`src/rtl/sr_flag_scheduler.sv`:
```
// sr_flag_scheduler: round-robin arbiter that shares one bank of SR latches among
// several requesters. Each granted request drives exactly one latch's s or r input
// for PULSE cycles, updates a shadow copy of the latch state and acknowledges.
module sr_flag_scheduler #(
  parameter int NREQ  = 4,
  parameter int NFLAG = 8,
  parameter int PULSE = 2
) (
  input  logic                           clk,
  input  logic                           rst_n,
  input  logic [NREQ-1:0]                req,
  input  logic [NREQ-1:0]                cmd,
  input  logic [NREQ*$clog2(NFLAG)-1:0]  idx,
  output logic [NREQ-1:0]                ack,
  output logic [NFLAG-1:0]               s,
  output logic [NFLAG-1:0]               r,
  output logic                           busy,
  output logic [NFLAG-1:0]               q_shdw
);

  localparam int IW = $clog2(NFLAG);
  localparam int GW = (NREQ > 1) ? $clog2(NREQ) : 1;
  localparam int PW = (PULSE > 1) ? $clog2(PULSE) : 1;

  typedef enum logic [1:0] {
    IDLE    = 2'd0,
    DRIVE   = 2'd1,
    RELEASE = 2'd2
  } state_t;

  state_t            state_q, state_d;
  logic [GW-1:0]     rr_ptr_q, rr_ptr_d;
  logic [GW-1:0]     grant_q, grant_d;
  logic              cmd_q, cmd_d;
  logic [IW-1:0]     idx_q, idx_d;
  logic [PW-1:0]     pcnt_q, pcnt_d;
  logic [NREQ-1:0]   ack_q, ack_d;
  logic [NFLAG-1:0]  s_q, s_d;
  logic [NFLAG-1:0]  r_q, r_d;
  logic              busy_q, busy_d;
  logic [NFLAG-1:0]  q_shdw_q, q_shdw_d;

  logic              any_req;
  logic [GW-1:0]     gnt_sel;
  logic              sel_cmd;
  logic [IW-1:0]     sel_idx;

  // Round-robin search: first requester with req=1 starting at rr_ptr, with wrap.
  always_comb begin
    // NOTE: every variable assigned in a combinational block gets a default first,
    // otherwise a path that skips the assignment infers a latch.
    any_req = 1'b0;
    gnt_sel = '0;
    for (int i = 0; i < NREQ; i++) begin
      if (!any_req && req[(int'(rr_ptr_q) + i) % NREQ]) begin
        any_req = 1'b1;
        gnt_sel = GW'((int'(rr_ptr_q) + i) % NREQ);
      end
    end
    sel_cmd = cmd[gnt_sel];
    sel_idx = idx[int'(gnt_sel)*IW +: IW];
  end

  // Sequencer next-state and registered-output values.
  always_comb begin
    state_d  = state_q;
    rr_ptr_d = rr_ptr_q;
    grant_d  = grant_q;
    cmd_d    = cmd_q;
    idx_d    = idx_q;
    pcnt_d   = pcnt_q;
    q_shdw_d = q_shdw_q;
    ack_d    = '0;
    s_d      = '0;
    r_d      = '0;

    case (state_q)
      IDLE: begin
        if (any_req) begin
          grant_d  = gnt_sel;
          cmd_d    = sel_cmd;
          idx_d    = sel_idx;
          rr_ptr_d = (int'(gnt_sel) == NREQ-1) ? '0 : gnt_sel + GW'(1);
          if (q_shdw_q[sel_idx] == sel_cmd) begin
            // Latch already holds the requested value: no drive, just acknowledge.
            state_d = RELEASE;
          end else begin
            state_d          = DRIVE;
            pcnt_d           = '0;
            s_d[sel_idx]     = sel_cmd;
            r_d[sel_idx]     = !sel_cmd;
          end
        end
      end

      DRIVE: begin
        if (pcnt_q == PW'(PULSE-1)) begin
          state_d         = RELEASE;
          q_shdw_d[idx_q] = cmd_q;
          ack_d[grant_q]  = 1'b1;
        end else begin
          pcnt_d = pcnt_q + PW'(1);
          s_d    = s_q;
          r_d    = r_q;
        end
      end

      RELEASE: begin
        // A no-op arrives here with ack low; it raises ack one cycle later so that
        // its ack follows the grant cycle. A driven op arrives with ack already high.
        if (ack_q == '0) begin
          ack_d[grant_q] = 1'b1;
        end else begin
          state_d = IDLE;
        end
      end

      default: state_d = IDLE;
    endcase

    busy_d = (state_d != IDLE);
  end

  // State and output registers with synchronous active-low reset.
  always_ff @(posedge clk) begin
    // NOTE: sequential state uses non-blocking assignments so every flop samples
    // the pre-edge values regardless of statement order.
    if (!rst_n) begin
      state_q  <= IDLE;
      rr_ptr_q <= '0;
      grant_q  <= '0;
      cmd_q    <= 1'b0;
      idx_q    <= '0;
      pcnt_q   <= '0;
      ack_q    <= '0;
      s_q      <= '0;
      r_q      <= '0;
      busy_q   <= 1'b0;
      q_shdw_q <= '0;
    end else begin
      state_q  <= state_d;
      rr_ptr_q <= rr_ptr_d;
      grant_q  <= grant_d;
      cmd_q    <= cmd_d;
      idx_q    <= idx_d;
      pcnt_q   <= pcnt_d;
      ack_q    <= ack_d;
      s_q      <= s_d;
      r_q      <= r_d;
      busy_q   <= busy_d;
      q_shdw_q <= q_shdw_d;
    end
  end

  assign ack    = ack_q;
  assign s      = s_q;
  assign r      = r_q;
  assign busy   = busy_q;
  assign q_shdw = q_shdw_q;

  // Latch-bank safety invariants.
  a_sr_excl:    assert property (@(posedge clk) (s_q & r_q) == '0);
  a_one_flag:   assert property (@(posedge clk) $onehot0(s_q | r_q));
  a_one_ack:    assert property (@(posedge clk) $onehot0(ack_q));
  a_ack_in_rel: assert property (@(posedge clk) (ack_q != '0) |-> (state_q == RELEASE));

endmodule
```
`config.mk`:
```
export PLATFORM = sky130hd
export DESIGN_NAME = sr_flag_scheduler
export DESIGN_NICKNAME = d
export VERILOG_FILES = /design/src/rtl/sr_flag_scheduler.sv
export SDC_FILE = /design/constraint.sdc
export NUM_CORES = 1
export LEC_CHECK = 0
export ABC_CLOCK_PERIOD_IN_PS = 6020
export CORE_MARGIN = 5
export CORE_UTILIZATION = 25
export DETAILED_ROUTE_END_ITERATION = 6
export PLACE_DENSITY_LB_ADDON = 0.25
export SYNTH_ARGS = -nofsm -noshare
export SYNTH_HDL_FRONTEND = slang
export SYNTH_SLANG_ARGS = --single-unit
export TNS_END_PERCENT = 1
```
`constraint.sdc`:
```
create_clock -name clk -period 6.02 [get_ports clk]
set_clock_uncertainty 0.1 [all_clocks]
set_input_delay 1.204 -clock clk [delete_from_list [all_inputs] [get_ports clk]]
set_output_delay 1.204 -clock clk [all_outputs]
set_load 0.02 [all_outputs]
```
==> results_dict.tcl <==
set metrics [dict create \
    status "finished clean" \
    switching_share_pct 41.9 \
    rrSetupSlack_ps 2820 \
    synthCells 257 \
    dieWidth_um 104 \
    switching_power_uw 459 \
    drtPass1Iterations 4 \
    ys.flop_type "dfxtp_1" \
    crit_buf_inv 1 \
    syn_avg_cell_area_um2 8.59 \
    drt-wirelength-per-cell_um 14.5 \
    setup_ws_ps 1740 \
    path_cells "clkdlybuf4s50_1 > nor2b_1 > or4b_1 > and3_4 > a211o_1 > a211oi_2 > a22oi_2 > a211oi_2 > a22oi_1 > nor2b_1" \
    synth_compound_gate_area_share_pct 21.2 \
    cp_num_cells 10 \
    cp.required_ps 6150 \
    slew_headroom_pct 20.0 \
    hold_violations 0 \
    synth_edf_count 0 \
    r2r-start "rr_ptr_q[0]" \
    hp-start "grant_q[1]" \
    critPathMaxStageDelay_ps 690 \
    clockRootBuffer "clkbuf_8" \
    yosys.area.top_type "dfxtp_1" \
    clkTransAtPathRegs_ps 80 \
    criticalPathCategory "input port to flip-flop" \
    yosys.area_share.xor_xnor_pct 0 \
    grt_start_max_net_pins 37 \
    start_kind "input port" \
    track_usage_pct 10.9 \
    final-seq-area_um2 801 \
    rr_worst_depth 9 \
    p_int_uw 637 \
    synthArstFlopShare_pct 0 \
    die_h_um 104 \
    postPlaceCellArea_um2 2790 \
    synth-adder-area-share_pct 2.83 \
    grt_pass1_wl_mm 9.89 \
    syn2layout_area_growth_pct 31.4 \
    clock-sinks 40 \
    synth_most_common_cell "dfxtp_1" \
    multiInputGateArea_um2 1350 \
    p_seq_share_pct 31.9 \
    ctsResizeCount 0 \
    die-area_um2 10800 \
    setup.worst_path.end "s[5]" \
    cap_violations 0 \
    grt.overflow.total 0 \
    post-route-period-util_pct 71.1 \
    wl_met2_mm 2.69 \
    coreArea_um2 8680 \
    cp-end-kind "flip-flop" \
    r2r-end "s[5]" \
    synth_common_cells "dfxtp_1 (40), nand2_1 (37), nor2b_1 (20)" \
    layout-drive-gt1-share_pct 7.92 \
    nFillCells 913 \
    dp_slack_ps 1470 \
    route.met3.wl_um 350 \
    drcViolationCount 0 \
    cts_setup_buffers 0 \
    crit_start "req[2]" \
    hold_path_class "flip-flop to flip-flop" \
    top_layer "met4" \
    critical_path.top_delay_family "compound AO/OA/AOI/OAI gates" \
    routabilityCongestion 0.757 \
    combPwrFrac_pct 48.4 \
    synth_top_family_by_area "simple AND/OR/NAND/NOR gates" \
    design_area_um2 2900 \
    fmax_mhz 234 \
    clock_latency_ps 290 \
    p_leak_uw 0.00101 \
    dp_hpwl_mm 4.61 \
    worst_pin_slew_ps 1200 \
    rsz0062_at_grt "no" \
    cts_tree "done" \
    grt_pass1_vias 1950 \
    finalNetCount 329 \
    synth.top_cell.area_share_pct 36.3 \
    cellPowerDensity_nw_per_um2 378 \
    pwr-share-clk_pct 19.7 \
    finalMaxSlewViolations 0 \
    m1WireLength_mm 2.84 \
    rows 34 \
    cts_buffer_depth 2 \
    finalSetupViolCount 0 \
    crit_fanout 7 \
    yosysWarnings 0 \
    peakVddDrop_v 0.000134 \
    synth-simple-area-share_pct 31.0 \
    routed_wl_mm 5.96 \
    min_period_ps 4280 \
    setup_tns_ps 0 \
    htree_levels 2 \
    ys_seq_area_share_pct 36.3 \
    n_antenna_cell 0 \
    cts_made_buffers 5 \
    ys_ff_latch 40 \
    via_count 1988 \
    io_pins 51 \
    port_buffers 50 \
    ant_nets 0 \
    via_per_inst 4.84 \
    synthTopCellsByArea "dfxtp_1 (36%), nand2_1 (6.3%), nor2b_1 (5.7%), mux2i_1 (5.4%), a22oi_1 (3.4%)" \
    crit_arrival_ps 4410 \
    synth_cell_type_count 45 \
    synth_area_um2 2210 \
    cts_hold_buffers 0 \
    cpMaxStageDelayCell "or4b_1" \
    synthMuxAreaShare_pct 5.95 \
    drt_iter0_drc 133 \
    antenna_found_initial 0 \
    syn_nets 284 \
    start_util_pct 25.4 \
]
[final cells by class]
type / instances / share of cell area, %
timing repair buffer: 50 / 17.3
sequential: 40 / 27.6
clock buffer: 6 / 2.50
clock inverter: 2 / 1.21
multi-input combinational: 202 / 46.4
inverter: 3 / 0.388
tap: 108 / 4.66
[power by group through the flow]
stage | Clock [uW] | Sequential, uW | Combinational [uW]
6_report | 216 | 349 | 530
5_1_grt | 234 | 357 | 587
4_1_cts | 220 | 349 | 533
3_5_place_dp | 0 | 356 | 532
3_3_place_gp | 0 | 355 | 529
2_1_floorplan | 0 | 350 | 404
[metrics by stage]
stage / power (uW) / hold WS, ps / utilization, % / cells
floorplan: 755 / 330 / - / 257
global placement: 883 / 365 / 32.2 / 403
detailed placement: 888 / 376 / 32.2 / 403
CTS: 1100 / 380 / 33.4 / 411
global route: 1180 / 430 / 33.4 / 411
finish: 1100 / 372 / 33.4 / 411
[state kept, by name, summed over array words and instances (netlist names)]
register / flops
cmd_q: 1
idx_q: 3
pcnt_q: 1
grant_q: 2
s: 8
q_shdw: 8
state_q: 2
busy: 1
rr_ptr_q: 2
ack: 4
r: 8
[cell usage in the layout (no fill, tap or decap), types with 5 or more instances in the layout]
cell,n
a21boi_0,6
a22oi_1,10
and2_1,12
clkbuf_8,5
clkdlybuf4s50_1,50
dfxtp_1,40
ha_1,5
mux2i_1,12
nand2_1,37
nand3_1,12
nor2_1,12
nor2b_1,20
nor3_1,5
o21ai_0,9
o21ai_1,9
[routing by layer]
layer	global-route usage [%]	vias up
li1	-	1004
met1	14.5	932
met3	3.72	4
met2	16.8	48
met4	2.96	0
met5	0	-
[worst min path at each step]
stage / end / cells after the start
2_1_floorplan: ack[2] / 1
3_3_place_gp: ack[2] / 2
3_5_place_dp: ack[2] / 2
4_1_cts: ack[2] / 2
5_1_grt: ack[2] / 2
6_report: ack[2] / 2
[tightest hold or removal path, delay by kind of cell, from the launching register on]
kind,cells,cell delay [ps]
and+or+nand+nor,2,100
DFF,1,340
[cells by family after synthesis]
group                      count (synthesis)
muxes                                     13
and+or+nand+nor                          125
AOI/OAI and AO/OA                         59
DFF                                       40
buffers and inverters                     15
adders and majority gates                  5
Note: power is estimated with default switching activity, not from simulation.
